==> config.mk <==
export PLATFORM = sky130hd
export DESIGN_NAME = l3_result_serializer
export DESIGN_NICKNAME = d
export VERILOG_FILES = /design/src/rtl/l3_result_serializer_pkg.sv /design/src/rtl/l3_result_serializer_fifo2_buffer.sv /design/src/rtl/l3_result_serializer.sv
export SDC_FILE = /design/constraint.sdc
export NUM_CORES = 1
export LEC_CHECK = 0
export ABC_AREA = 1
export BUFFER_PORTS_ARGS = -buffer_cell sky130_fd_sc_hd__buf_2
export CAP_MARGIN = 20
export CORE_MARGIN = 2
export CORE_UTILIZATION = 45
export DETAILED_ROUTE_END_ITERATION = 12
export PLACE_DENSITY = 0.72
export SETUP_SLACK_MARGIN = 0.4
export SLEW_MARGIN = 20
export SYNTH_ARGS = -nofsm -noshare
export SYNTH_HDL_FRONTEND = slang
export SYNTH_HIERARCHICAL = 1
export SYNTH_SLANG_ARGS = --single-unit
==> constraint.sdc <==
create_clock -name clk -period 1.4 [get_ports clk]
set_input_delay 0.21 -clock clk [delete_from_list [all_inputs] [get_ports clk]]
set_output_delay 0.21 -clock clk [all_outputs]
set_load 0.01 [all_outputs]
==> src/rtl/l3_result_serializer_pkg.sv <==
// Shared definitions for the L3 result serializer: occupancy states, lane
// width / lane index width helpers and the common high/low signal values.
package l3_result_serializer_pkg;

    localparam logic SIG_HIGH = 1'b1;
    localparam logic SIG_LOW  = 1'b0;

    // Word buffer occupancy; the encoding doubles as the entry count.
    typedef enum logic [1:0] {
        ST_EMPTY = 2'd0,
        ST_ONE   = 2'd1,
        ST_FULL  = 2'd2
    } occ_state_e;

    // Each adder lane carries one extra bit for the carry out of the sum.
    function automatic int lane_width(input int dw);
        return dw + 1;
    endfunction

    // Lane index width, never narrower than one bit.
    function automatic int lane_idx_w(input int n);
        return (n > 1) ? $clog2(n) : 1;
    endfunction

endpackage

==> src/rtl/l3_result_serializer_fifo2_buffer.sv <==
// Two-entry ping-pong word store. The occupancy FSM state is the entry count;
// push is never presented while full and pop never while empty.
module l3_result_serializer_fifo2_buffer
    import l3_result_serializer_pkg::*;
#(
    parameter int WORD_W = 38
) (
    input  logic              clk,
    input  logic              reset,
    input  logic              push_i,
    input  logic              pop_i,
    input  logic [WORD_W-1:0] wr_data_i,
    output logic [WORD_W-1:0] rd_data_o,
    output occ_state_e        state_o
);

    occ_state_e        state_q, state_d;
    logic              wr_ptr_q, rd_ptr_q;
    logic [WORD_W-1:0] mem_q [2];

    // Occupancy state register.
    always_ff @(posedge clk or negedge reset) begin
        if (!reset) begin
            state_q <= ST_EMPTY;
        end else begin
            state_q <= state_d;
        end
    end

    // Occupancy next state: a simultaneous push and pop keeps ONE.
    always_comb begin
        state_d = state_q;
        case (state_q)
            ST_EMPTY: if (push_i) state_d = ST_ONE;
            ST_ONE: begin
                if (push_i && !pop_i)      state_d = ST_FULL;
                else if (!push_i && pop_i) state_d = ST_EMPTY;
            end
            ST_FULL:  if (pop_i) state_d = ST_ONE;
            default:  state_d = ST_EMPTY;
        endcase
    end

    // Storage and ping-pong pointers; cleared on reset so the output mux reads zero.
    always_ff @(posedge clk or negedge reset) begin
        if (!reset) begin
            wr_ptr_q <= 1'b0;
            rd_ptr_q <= 1'b0;
            for (int i = 0; i < 2; i++) begin
                mem_q[i] <= '0;
            end
        end else begin
            if (push_i) begin
                mem_q[wr_ptr_q] <= wr_data_i;
                wr_ptr_q        <= ~wr_ptr_q;
            end
            if (pop_i) begin
                rd_ptr_q <= ~rd_ptr_q;
            end
        end
    end

    // Head word and state outputs come straight from registers.
    always_comb begin
        rd_data_o = mem_q[rd_ptr_q];
        state_o   = state_q;
    end

endmodule

==> src/rtl/l3_result_serializer.sv <==
// Buffers packed adder-array words (up to two) and streams them out one lane
// per transfer. Holds the lane counter, output lane mux and sticky drop flag.
//
// Handshake: a word moves in when in_valid && in_ready at a rising edge; a lane
// moves out when out_valid && out_ready at a rising edge. in_ready depends only
// on registered occupancy, so out_ready never reaches in_ready combinationally,
// and outputs stay stable while out_valid is high and out_ready is low.
module l3_result_serializer
    import l3_result_serializer_pkg::*;
#(
    parameter int data_width = 18,
    parameter int array_size = 2
) (
    input  logic                                           clk,
    input  logic                                           reset,
    input  logic                                           in_valid,
    input  logic [array_size*lane_width(data_width)-1:0]   in_data,
    output logic                                           in_ready,
    output logic                                           out_valid,
    input  logic                                           out_ready,
    output logic [lane_width(data_width)-1:0]              out_data,
    output logic [lane_idx_w(array_size)-1:0]              out_lane,
    output logic                                           out_last,
    output logic                                           drop_err,
    output logic [1:0]                                     dbg_state
);

    localparam int LW     = lane_width(data_width);
    localparam int WORD_W = array_size * LW;
    localparam int LANE_W = lane_idx_w(array_size);
    localparam logic [LANE_W-1:0] LAST_LANE = LANE_W'(array_size - 1);

    occ_state_e        state;
    logic [WORD_W-1:0] head_word;
    logic              push, pop, xfer;
    logic [LANE_W-1:0] lane_cnt_q, lane_cnt_d;
    logic              drop_err_q, drop_err_d;

    assign in_ready  = (state != ST_FULL);
    assign out_valid = (state != ST_EMPTY);
    assign out_last  = (lane_cnt_q == LAST_LANE);
    assign xfer      = out_valid & out_ready;
    assign pop       = xfer & out_last;
    assign push      = in_valid & in_ready;
    assign out_lane  = lane_cnt_q;
    assign drop_err  = drop_err_q;
    assign dbg_state = state;

    l3_result_serializer_fifo2_buffer #(
        .WORD_W (WORD_W)
    ) u_buf (
        .clk       (clk),
        .reset     (reset),
        .push_i    (push),
        .pop_i     (pop),
        .wr_data_i (in_data),
        .rd_data_o (head_word),
        .state_o   (state)
    );

    // Lane counter advances per transfer and wraps after the last lane.
    always_comb begin
        lane_cnt_d = lane_cnt_q;
        if (xfer) begin
            lane_cnt_d = out_last ? '0 : lane_cnt_q + LANE_W'(1);
        end
    end

    // A word offered while the buffer is full is lost; remember it until reset.
    always_comb begin
        drop_err_d = drop_err_q;
        if (in_valid && !in_ready) begin
            drop_err_d = SIG_HIGH;
        end
    end

    // Lane counter and drop flag registers.
    always_ff @(posedge clk or negedge reset) begin
        if (!reset) begin
            lane_cnt_q <= '0;
            drop_err_q <= SIG_LOW;
        end else begin
            lane_cnt_q <= lane_cnt_d;
            drop_err_q <= drop_err_d;
        end
    end

    // Output lane mux over the head word; lane 0 sits in the LSBs.
    always_comb begin
        out_data = head_word[LW*int'(lane_cnt_q) +: LW];
    end

endmodule

After elaboration in Yosys (flattened, before gate mapping)
Index checks and enable logic that the tools add are counted.
{"block": "word_totals", "regBits": 82, "out_inout_bits": 26, "wordCells": 48}
{"block": "op_classes", "mul": 1, "mux": 12, "n_eq_ne": 6, "n_reduce_logical": 10, "shift": 1, "bitwise_logic": 7, "order_cmp": 3, "n_addsub": 1}
{"op": "$mux 38", "n": 4}
{"op": "$bwmux 76", "n": 1}
{"op": "$demux 38 s1", "n": 1}
{"op": "$shiftx 38x7->19", "n": 1}
{"op": "$mux 2", "n": 4}
{"op": "$mul 5x1->6 const A", "n": 1}
{"op": "$pmux 2 s3", "n": 1}
{"op": "$ge 2x2->1 const B", "n": 2}
{"op": "$logic_and 1x1->1", "n": 4}
{"op": "$ne 2x1->1 const B", "n": 2}
{"op": "$not 1->2", "n": 2}
{"op": "$and 1x1->1", "n": 3}
{"op": "$logic_not 1->1", "n": 3}
{"op": "$ne 3x1->1 const B", "n": 1}
{"op": "$reduce_and 3->1", "n": 1}
{"op": "$eq 2x1->1 const B", "n": 1}
{"op": "$eq 2x2->1 const B", "n": 1}
{"op": "$logic_not 2->1", "n": 1}
{"op": "$lt 2x1->1 const B", "n": 1}
{"op": "$ne 2x2->1 const B", "n": 1}
{"op": "$not 1->1", "n": 2}
{"op": "$reduce_bool 2->1", "n": 1}
{"op": "$add 1x1->1 const B", "n": 1}
{"op": "$mux 1", "n": 1}

Longest topological paths before layout
{"block": "logic_depth", "word_depth": 7, "mapped_depth": 8, "depth_no_buf": 7}

Cells and area by module
Netlist, hierarchy kept.
{"mod": "l3_result_serializer_fifo2_buffer", "cells_each": 428, "area_each_um2": 3590.9, "seq_area_each_um2": 2001.9, "n_inst": 1}
{"mod": "l3_result_serializer", "cells_each": 77, "area_each_um2": 581.8, "seq_area_each_um2": 50.0, "n_inst": 1}

Least setup slack after synthesis
OpenSTA, ideal clock, no wires.
{"block": "synth_timing", "path_type": "register -> register", "start": "reg u_buf.state_q[0], in the netlist u_buf/state_o[0]", "end": "reg u_buf/mem_q[69] (netlist name)", "period_less_slack_ps": 1458, "required_ps": 1274, "arrival_time_ps": 1332, "slack_ps": -58, "stages_incl_launch_ff": 8, "path_cell_list": "dfrtp_1 -> inv_1 -> a21boi_1 -> nand2_2 -> buf_6 -> buf_8 -> nand2_1 -> o21ai_0"}
{"block": "synth_via", "elab_chain_cells": 2}
{"item": "start: declaration", "line": "l3_result_serializer_fifo2_buffer.sv:17", "rtl": "occ_state_e state_q, state_d;"}
{"item": "start signal: assignment", "line": "l3_result_serializer_fifo2_buffer.sv:26", "rtl": "state_q <= state_d;"}
{"item": "$ne 2x2->1", "line": "l3_result_serializer.sv:39", "rtl": "assign in_ready = (state != ST_FULL);"}
{"item": "$and 1x1->1", "line": "l3_result_serializer.sv:44", "rtl": "assign push = in_valid & in_ready;"}
{"item": "via push", "line": "l3_result_serializer.sv:35", "rtl": "logic push, pop, xfer;"}
{"item": "end signal: indexed assignment", "line": "l3_result_serializer_fifo2_buffer.sv:54", "rtl": "mem_q[wr_ptr_q] <= wr_data_i;"}
{"item": "end: declaration", "line": "l3_result_serializer_fifo2_buffer.sv:19", "rtl": "logic [WORD_W-1:0] mem_q [2];"}
The timed path passes the listed nets, and every way through them passes these cells.
A chain may end at the register's enable or synchronous reset.

Final worst setup path
{"block": "layout_timing", "start": "reg u_buf.rd_ptr_q", "end": "out out_data[3]"}
{"block": "layout_via", "elab_chain_cells": 5}
{"item": "start: declaration", "line": "l3_result_serializer_fifo2_buffer.sv:18", "rtl": "logic wr_ptr_q, rd_ptr_q;"}
{"item": "start signal: assignment", "line": "l3_result_serializer_fifo2_buffer.sv:58", "rtl": "rd_ptr_q <= ~rd_ptr_q;"}
{"item": "$not 1->2 (implied by the code)", "line": "l3_result_serializer_fifo2_buffer.sv:65", "rtl": "rd_data_o = mem_q[rd_ptr_q];"}
{"item": "$mux 38 (implied by the code) (3 in series)", "line": "l3_result_serializer_fifo2_buffer.sv:65"}
{"item": "via head_word[22]", "line": "l3_result_serializer.sv:34", "rtl": "logic [WORD_W-1:0] head_word;"}
{"item": "$shiftx 38x7->19", "line": "l3_result_serializer.sv:90", "rtl": "out_data = head_word[LW*int'(lane_cnt_q) +: LW];"}
{"item": "end: declaration", "line": "l3_result_serializer.sv:21", "rtl": "output logic [lane_width(data_width)-1:0] out_data,"}
The timed path passes the listed nets, and every way through them passes these cells. The select of a mux whose other input is x is not followed.

==> load_flow_metrics.sql <==
INSERT INTO impl_metrics (metric_group, metric, value, unit) VALUES
('outcome', 'outcome', 'complete, but fails checks', ''),
('outcome', 'failed_checks', 'setup timing', ''),
('drt', 'detailedRoute.firstPassIterationCount', '5', ''),
('power_and_ir_drop', 'worst_ir_drop_on_vdd', '1.68', 'mV'),
('drt', 'avgViaCountPerCell', '5.70', ''),
('logic_synthesis', 'synth.ff_latch_count', '82', ''),
('power_and_ir_drop', 'p_leak', '3.52', 'nW'),
('worst_setup_path', 'path_cells', 'buf_4 -> o21ai_0 -> nand2_1 -> nand2_2 -> buf_2', ''),
('logic_synthesis', 'synth_top_area_share', '49.2', '%'),
('drt', 'drt-total-wl', '16200', 'um'),
('place', 'placed_cells_incl_taps', '673', ''),
('cts', 'clock-sinks', '82', ''),
('layout', 'fraction_of_layout_instances_using_a_drive_strength_above_1', '60.0', '%'),
('cts', 'clock_tree.root_cell', 'sky130_fd_sc_hd__clkbuf_8', ''),
('timing', 'period_needed', '1.92', 'ns'),
('cts', 'cts_max_level', '3', ''),
('power_and_ir_drop', 'combPwrFrac', '62.7', '%'),
('drt', 'avgRoutedWirePerCell', '21.8', 'um'),
('logic_synthesis', 'yosysWarningCount', '6', ''),
('timing', 'fin_crit_sh', '137', '%'),
('cts', 'worst_setup_hold_path_clk_slew', '0.09', 'ns'),
('logic_synthesis', 'postSynthNetCount', '548', ''),
('worst_setup_path', 'setup.worst_path.start_class', 'flop', ''),
('logic_synthesis', 'synth_area_leaders', 'sky130_fd_sc_hd__dfrtp_1, sky130_fd_sc_hd__nand2_1, sky130_fd_sc_hd__o21ai_0', ''),
('timing', 'setup_viol', '97', ''),
('logic_synthesis', 'yosysTopAreaCell', 'sky130_fd_sc_hd__dfrtp_1', ''),
('worst_setup_path', 'worst_path_largest_cell_delay', '0.54', 'ns'),
('hold_path', 'worstHoldPathType', 'input pin to flop', ''),
('timing', 'setup_ws', '-0.521', 'ns'),
('flow_run', 'drv.max_cap_violation_count', '0', ''),
('layout', 'area_growth', '66.4', '%'),
('power_and_ir_drop', 'post-layout-total-power', '18.2', 'mW'),
('power_and_ir_drop', 'seq_power_share', '26.4', '%'),
('worst_setup_path', 'critical_path_peak_fanout', '9', ''),
('drt', 'route.detailed.drc', '0', ''),
('timing', 'fmax', '520', 'MHz'),
('cts', 'clock_tree_from_tritoncts', 'done', ''),
('die', 'die-area', '10100', 'um2'),
('die', 'floorplan.die.height', '100', 'um'),
('logic_synthesis', 'synth-seq-area-share', '49.2', '%'),
('power_and_ir_drop', 'power.internal', '10.0', 'mW'),
('power_and_ir_drop', 'netSwitchingPower', '8.20', 'mW'),
('place', 'total_of_buffers_placed_on_input_and_output_ports', '67', ''),
('place', 'postPlaceCellArea', '4820', 'um2'),
('grt', 'grt_overflow_total', '0', ''),
('cts', 'cts_inserted_buffers', '9', ''),
('grt', 'grt.total_usage', '31.5', '%'),
('cts', 'clk_path_buf_depth', '2', ''),
('grt', 'via_count_of_the_first_global_routing_pass', '4429', ''),
('grt', 'antenna_found_initial', '0', ''),
('logic_synthesis', 'syn_inst', '505', ''),
('layout', 'post-route-cell-area', '6950', 'um2'),
('cts', 'clk-insertion-delay-late', '0.37', 'ns'),
('grt', 'grt_max_degree', '32', ''),
('logic_synthesis', 'synthesis.area_per_instance', '8.26', 'um2'),
('logic_synthesis', 'synthDistinctLibCells', '23', ''),
('timing', 'report.final.slew_viol_count', '0', ''),
('layout', 'final_cell_mix', 'sky130_fd_sc_hd__inv_1, sky130_fd_sc_hd__dfrtp_1, sky130_fd_sc_hd__nand2_4', ''),
('layout', 'antenna_cells', '0', ''),
('layout', 'nNetsFinal', '670', ''),
('timing', 'grt_setup_unrepaired', 'true', ''),
('layout', 'finish.cell_count_without_fillers', '743', ''),
('worst_setup_path', 'worst_ep_required_time', '1.19', 'ns'),
('die', 'fp.coreArea', '9110', 'um2'),
('timing', 'max_slew_headroom_at_the_worst_pin', '74.3', '%'),
('timing', 'clock_skew', '0.00880', 'ns'),
('worst_setup_path', 'worst-setup-path-type', 'flop to primary output', ''),
('place', 'place_congestion', '0.795', ''),
('power_and_ir_drop', 'p_sw_share', '45.0', '%'),
('drt', 'ant_nets', '0', ''),
('die', 'num_rows', '35', '');
==> power by group through the flow <==
stage               clock (mW)  sequential (mW)  combinational, mW
floorplan                    0             4.11               4.87
global placement             0             4.21               6.10
detailed placement           0             4.26               6.23
CTS                       1.95             4.41               9.79
global route              2.12             4.88               12.0
finish                    2.00             4.80               11.4
==> logic make-up after synthesis <==
group,Yosys count,synth area share [%]
AND/OR/NAND/NOR,189,22.0
AO/OA/AOI/OAI,117,14.6
buffers and inverters,115,13.7
flip-flops,82,49.2
XOR/XNOR,1,0.210
adder cells (fa/ha/maj),1,0.300
==> path summary, 6_finish.rpt <==
| kind | start | to | slack (ns) | depth (start not counted) |
|---|---|---|---|---|
| max | u_buf/rd_ptr_q | out_data[3] | -0.52 | 5 |
| min | in_valid | drop_err | 0.08 | 3 |
| max reg2reg | u_buf/state_o[1] | u_buf/mem_q[36] | -0.16 | 8 |
| min reg2reg | drop_err | drop_err | 0.48 | 1 |
| max in group asynchronous | reset | u_buf/mem_q[1] | 0.57 | 3 |
| min in group asynchronous | reset | u_buf/mem_q[31] | 0.30 | 2 |
==> cell type report <==
type	instances	area, um2
Clock inverter	4	73.8
Inverter	86	328
Sequential cell	82	2060
Tap cell	111	139
Clock buffer	12	145
Fill cell	529	2160
Multi-Input combinational cell	310	2540
Timing Repair Buffer	138	1660
==> timing repair <==
item                                   4_1_cts  5_1_grt
endpoints found under the hold margin       20        0
pin swaps                                   12        7
hold buffers                                 1        0
gates resized for setup                    196      106
cloned                                      23        0
setup buffers                               28        2
setup endpoints to repair                  105      107
==> critical path: cells and delay by family (launching register included) <==
family | cells | cell delay, ns
buf+inv | 2 | 0.35
compound gates | 1 | 0.25
flops | 1 | 0.54
simple gates | 2 | 0.20
==> metrics by stage <==
| step | hold WS, ns | util [%] | setup TNS, ns | setup WS (ns) |
|---|---|---|---|---|
| 2_1_floorplan | -0.0856 | - | 0 | 0.0606 |
| 3_3_place_gp | 0.145 | 53.0 | -0.00719 | -0.00719 |
| 3_5_place_dp | 0.148 | 53.0 | -0.00303 | -0.00303 |
| 4_1_cts | 0.0857 | 71.1 | -9.74 | -0.358 |
| 5_1_grt | 0.0979 | 76.3 | -17.26 | -0.512 |
| 6_report | 0.0782 | 76.3 | -13.11 | -0.521 |
==> sequential cells by signal, indices dropped and copies added (netlist names) <==
name,count
u_buf/mem_q,76
u_buf/state_o,2
drop_err,1
out_lane,1
u_buf/rd_ptr_q,1
u_buf/wr_ptr_q,1
==> synthesized netlist by cell type <==
cell type / instances
sky130_fd_sc_hd__o21ai_1: 36
sky130_fd_sc_hd__buf_12: 2
sky130_fd_sc_hd__nand2_1: 143
sky130_fd_sc_hd__inv_1: 84
sky130_fd_sc_hd__ha_1: 1
sky130_fd_sc_hd__nand4_1: 1
sky130_fd_sc_hd__a21boi_1: 1
sky130_fd_sc_hd__buf_4: 5
sky130_fd_sc_hd__clkbuf_2: 2
sky130_fd_sc_hd__nand2_2: 21
sky130_fd_sc_hd__o21bai_1: 1
sky130_fd_sc_hd__inv_2: 2
sky130_fd_sc_hd__nor2_4: 1
sky130_fd_sc_hd__o21ai_0: 74
sky130_fd_sc_hd__o21ai_2: 5
sky130_fd_sc_hd__nand2_4: 19
sky130_fd_sc_hd__xor2_1: 1
sky130_fd_sc_hd__buf_2: 5
sky130_fd_sc_hd__nand3_1: 4
sky130_fd_sc_hd__buf_8: 3
sky130_fd_sc_hd__buf_6: 6
sky130_fd_sc_hd__clkbuf_1: 6
sky130_fd_sc_hd__dfrtp_1: 82
==> layer usage <==
| layer | track usage (%) | routed length, um |
|---|---|---|
| met4 | 16.5 | 808 |
| met5 | 0 | 0 |
| met2 | 53.2 | 8320 |
| met3 | 6.55 | 1070 |
| met1 | 37.9 | 6000 |
(Power assumes the default switching activity.)
